**config.mk**
```make
export PLATFORM = sky130hd
export DESIGN_NAME = mem_bus_arbiter
export DESIGN_NICKNAME = d
export VERILOG_FILES = /design/src/rtl/mem_bus_arbiter.sv
export SDC_FILE = /design/constraint.sdc
export NUM_CORES = 1
export LEC_CHECK = 0
export ABC_AREA = 1
export ABC_CLOCK_PERIOD_IN_PS = 1480
export BUFFER_PORTS_ARGS = -buffer_cell sky130_fd_sc_hd__buf_2
export CAP_MARGIN = 20
export CORE_MARGIN = 2
export CORE_UTILIZATION = 40
export CTS_BUF_LIST = sky130_fd_sc_hd__clkbuf_16
export DETAILED_ROUTE_END_ITERATION = 10
export PLACE_DENSITY = 0.74
export SKIP_LAST_GASP = 1
export SLEW_MARGIN = 20
export SYNTH_ARGS = -nofsm -noshare
export SYNTH_HDL_FRONTEND = slang
export SYNTH_SLANG_ARGS = --single-unit
```
**constraint.sdc**
```tcl
create_clock -name clk -period 1.48 [get_ports clk]
set_clock_uncertainty 0.05 [all_clocks]
set_input_delay 0.296 -clock clk [delete_from_list [all_inputs] [get_ports clk]]
set_output_delay 0.296 -clock clk [all_outputs]
set_load 0.03 [all_outputs]
```
**src/rtl/mem_bus_arbiter.sv**
```systemverilog
// mem_bus_arbiter: shares one external memory bus between the IF (fetch) and MEM (load/store) stages.
// Define ARB_TIMEOUT_EN to abort a transaction after TIMEOUT cycles without bus_ack_i.
module mem_bus_arbiter #(
  parameter int ADDR_W  = 32,
  parameter int DATA_W  = 32,
  parameter int TIMEOUT = 255
) (
  input  logic              clk,
  input  logic              rst,
  input  logic              flush,
  // instruction fetch port
  input  logic              if_req_i,
  input  logic [ADDR_W-1:0] if_addr_i,
  output logic [DATA_W-1:0] if_rdata_o,
  output logic              if_ack_o,
  // data load/store port
  input  logic              mem_req_i,
  input  logic              mem_we_i,
  input  logic [3:0]        mem_sel_i,
  input  logic [ADDR_W-1:0] mem_addr_i,
  input  logic [DATA_W-1:0] mem_wdata_i,
  output logic [DATA_W-1:0] mem_rdata_o,
  output logic              mem_ack_o,
  // external bus
  output logic              bus_stb_o,
  output logic              bus_we_o,
  output logic [3:0]        bus_sel_o,
  output logic [ADDR_W-1:0] bus_addr_o,
  output logic [DATA_W-1:0] bus_wdata_o,
  input  logic [DATA_W-1:0] bus_rdata_i,
  input  logic              bus_ack_i,
  output logic              bus_err_o,
  // stall requests to ctrl
  output logic              stallreq_if_o,
  output logic              stallreq_mem_o
);

  typedef enum logic [1:0] {IDLE, MEM_XFER, IF_XFER, DONE} state_t;
  typedef enum logic {GNT_IF, GNT_MEM} grant_t;

  state_t state;
  grant_t last_grant;
  logic   if_ack_q;
  logic   if_flushed;
  logic   grant_mem;
  logic   grant_if;
  logic   in_xfer;
  logic   timed_out;
  logic   xfer_end;

  if (TIMEOUT < 1) begin : g_timeout_check
    $error("mem_bus_arbiter: TIMEOUT must be at least 1");
  end

  // Round-robin on a tie: the stage that did not own the last transaction wins.
  assign grant_mem = mem_req_i && (!if_req_i || last_grant == GNT_IF);
  assign grant_if  = if_req_i && !grant_mem;

  assign in_xfer  = (state == MEM_XFER) || (state == IF_XFER);
  assign xfer_end = bus_ack_i || timed_out;

`ifdef ARB_TIMEOUT_EN
  localparam int CNT_W = (TIMEOUT > 1) ? $clog2(TIMEOUT) : 1;
  localparam logic [CNT_W-1:0] CNT_LAST = CNT_W'(TIMEOUT - 1);

  logic [CNT_W-1:0] wait_cnt;

  assign timed_out = in_xfer && !bus_ack_i && (wait_cnt == CNT_LAST);

  // Counter restarts every time the FSM passes through IDLE, i.e. on entry to XFER.
  always_ff @(posedge clk) begin
    if (rst) begin
      wait_cnt  <= '0;
      bus_err_o <= 1'b0;
    end else begin
      bus_err_o <= timed_out;
      if (!in_xfer) begin
        wait_cnt <= '0;
      end else begin
        wait_cnt <= wait_cnt + CNT_W'(1);
      end
    end
  end
`else
  assign timed_out = 1'b0;
  assign bus_err_o = 1'b0;
`endif

  // NOTE: all state is assigned with <= so every branch sees pre-edge values;
  // read data registers are plain flops and take part in the synchronous reset.
  always_ff @(posedge clk) begin
    if (rst) begin
      state       <= IDLE;
      last_grant  <= GNT_IF;
      bus_stb_o   <= 1'b0;
      bus_we_o    <= 1'b0;
      bus_sel_o   <= '0;
      bus_addr_o  <= '0;
      bus_wdata_o <= '0;
      if_ack_q    <= 1'b0;
      mem_ack_o   <= 1'b0;
      if_rdata_o  <= '0;
      mem_rdata_o <= '0;
      if_flushed  <= 1'b0;
    end else begin
      if_ack_q  <= 1'b0;
      mem_ack_o <= 1'b0;
      unique case (state)
        IDLE: begin
          if (grant_mem) begin
            state       <= MEM_XFER;
            bus_stb_o   <= 1'b1;
            bus_we_o    <= mem_we_i;
            bus_sel_o   <= mem_sel_i;
            bus_addr_o  <= mem_addr_i;
            bus_wdata_o <= mem_wdata_i;
          end else if (grant_if) begin
            state       <= IF_XFER;
            bus_stb_o   <= 1'b1;
            bus_we_o    <= 1'b0;
            bus_sel_o   <= 4'hF;
            bus_addr_o  <= if_addr_i;
            bus_wdata_o <= '0;
            if_flushed  <= flush;
          end
        end
        MEM_XFER: begin
          if (xfer_end) begin
            state       <= DONE;
            bus_stb_o   <= 1'b0;
            last_grant  <= GNT_MEM;
            mem_ack_o   <= 1'b1;
            mem_rdata_o <= (bus_we_o || timed_out) ? '0 : bus_rdata_i;
          end
        end
        IF_XFER: begin
          if (flush) begin
            if_flushed <= 1'b1;
          end
          if (xfer_end) begin
            state      <= DONE;
            bus_stb_o  <= 1'b0;
            last_grant <= GNT_IF;
            if_ack_q   <= !(if_flushed || flush);
            if_rdata_o <= timed_out ? '0 : bus_rdata_i;
          end
        end
        DONE: begin
          state <= IDLE;
        end
        default: begin
          state <= IDLE;
        end
      endcase
    end
  end

  // A flush arriving during the DONE cycle must still suppress the registered ack.
  assign if_ack_o       = if_ack_q && !flush;
  assign stallreq_if_o  = if_req_i && !if_ack_o;
  assign stallreq_mem_o = mem_req_i && !mem_ack_o;

endmodule

```
==> metrics <==
status finished clean; critical path class reg2out; via/cell ratio 4.89; max-cap violations 0; Syn-to-layout area delta 46.8%; Critical Path AT 1.08 ns; sequential area share after synthesis 0.507; Tightest Hold Check Type in2reg; worst-skew pair later-pin latency 0.42 ns; final worst path period share 0.962; worst path required time 1.13 ns; Mapped Area 5530 sq um; Syn Inst Count 757; Final Instance Count excl. Fillers 1234; vias in the first global route 5478; GR Overflow Total 0; area leader, netlist dfxtp_1; count of unique library cells instantiated by Yosys 18; CP startpoint kind flop; largest net degree at the start of global routing 49; share of the synthesized area in the top cell type 0.507; Reg clk slew, reported paths 0.05 ns; ANT nets after route 0; routed wire length per instance 14.0 microns; RSZ-0062 raised after global routing yes; register area 2810 sq um; global-route wire length before repair 26.4 mm; IO buf count 276; Mapped Avg Cell Area 7.30 sq um; Post-Route WL 17.2 mm; most common cell after layout, fill and taps aside buf_2; P_leak 4.15 nW; final hold viol count 0; multi-input logic area 2450 sq um; Global Route Usage Sum 0.224; CTS Sinks 140; CTS tree yes; CTS buffer count 17; Crit Path Max Fanout 2; hpwl dp 11.7 mm; PwrDens 1900 nW/um^2; Final nets 1188; Peak supply drop 0.886 mV; root buf cell clkbuf_16; layout cells sized above 1 0.361; first drt pass iteration count 5; setup TNS 0 ns; height of the die 122 microns; Syn Nets 901; Iteration-0 DRC Markers 439; row cnt 42; Final setup viols 0; Max Slew Vio Count 0; Residual DRC 0; Final Critical Period 1.42 ns; Core ar. 13300 sq um; Clock Path Buffers 2; RD Place Congestion 0.802; fin area 8120 sq um; leading post-synthesis cells by cell area dfxtp_1 51%, nand2_1 10%, nor2_1 9.6%, nand3_1 9.1%, o21ai_0 9.1%; Die Width 122 microns; H-tree depth 4; via count 6031; Peak Freq 703 MHz; Yosys reg bits 140; # IOs 278; most frequent cells in the layout 275 x buf_2, 144 x nand2_1, 138 x nor2_1; initial core utilization 0.414; placed cell areas 7310 sq um; fillers 1245; initial antenna violation count 1; Syn. warnings 0; die area 14800 sq um; Cell Count Post-Placement 1194; Critical Path End Type primary output
-- per-layer routing --
metal / part of all wire / global-route usage
met5: 0 / 0
met3: 0.066 / 0.0604
met4: 0.025 / 0.0941
met2: 0.48 / 0.376
met1: 0.43 / 0.273
-- power by group --
| part | switching (mW) | internal [mW] | total (mW) |
|---|---|---|---|
| sequential | 0.391 | 4.58 | 4.97 |
| combinational | 3.89 | 2.07 | 5.96 |
| clock | 1.57 | 2.96 | 4.53 |
| total | 5.86 | 9.61 | 15.5 |
-- final timing paths --
path | startpoint | end | slack (ns) | depth (start not counted)
max | if_ack_q$_SDFF_PP0_ | if_ack_o | 0.06 | 3
max reg2reg | state[1]$_SDFFE_PP0P_ | mem_rdata_o[14]$_SDFFE_PP0P_ | 0.06 | 8
min reg2reg | if_flushed$_SDFFE_PP0P_ | if_ack_q$_SDFF_PP0_ | 0.37 | 1
min | flush | if_ack_q$_SDFF_PP0_ | 0.03 | 2
-- state kept, by name, summed over array words and instances (netlist names) --
signal and count:
if_flushed 1, last_grant 1, bus_sel_o 4, bus_we_o 1, mem_rdata_o 32, bus_addr_o 32, mem_ack_o 1, if_rdata_o 32
state 2, bus_wdata_o 32, bus_stb_o 1, if_ack_q 1
-- critical path, cell delays in order, from the launching register on --
cell	delay, ns
dfxtp_2	0.32
inv_2	0.03
nor2_2	0.10
buf_2	0.22
-- synth_stat cells --
master    count
inv_2         2
a21oi_1      36
conb_1        1
nand2_2       3
buf_4         8
clkbuf_1     31
buf_1         4
nand3_1     101
dfxtp_1     140
o21ai_0     101
nor4_1        1
or2_2         2
nand3_2       1
nor2_1      142
inv_1        17
buf_2        14
ha_1          5
nand2_1     148
-- stage by stage --
| step | power (mW) | setup slack [ns] | hold slack (ns) | utilization |
|---|---|---|---|---|
| 2_1_floorplan | 8.67 | 0.0505 | 0.325 | - |
| 3_3_place_gp | 10.6 | 0.0394 | 0.366 | 0.548 |
| 3_5_place_dp | 10.7 | -0.0466 | 0.371 | 0.548 |
| 4_1_cts | 15.3 | -0.0188 | 0.0149 | 0.596 |
| 5_1_grt | 16.4 | -0.0136 | 0.0235 | 0.608 |
| 6_report | 15.5 | 0.0566 | 0.0343 | 0.608 |
-- logic make-up (layout without fill, tap and decap cells) --
kind of cell,Yosys count,in the layout,synth area share
buffers and inverters,76,375,0.0602
adder cells (fa/ha/maj),5,5,0.0113
other,1,2,0.000678
AO/OA/AOI/OAI,137,137,0.124
AND/OR/NAND/NOR,398,399,0.297
flip-flops,140,140,0.507
-- cell type report --
cell class	instances	share of cell area
antenna	1	0.000308
sequential	140	0.346
inverter	19	0.00909
clock buffer	17	0.0524
clock inverter	15	0.0251
multi-input combinational	542	0.302
tap	176	0.0271
timing repair buffer	324	0.238
-- repair_timing --
action,4_1_cts,5_1_grt
hold buffers,0,0
pin swaps,0,6
gates resized for setup,4,28
setup endpoints to repair,35,132
buffers inserted,0,2
cloned,0,5
Note: power is estimated with default switching activity, not from simulation.
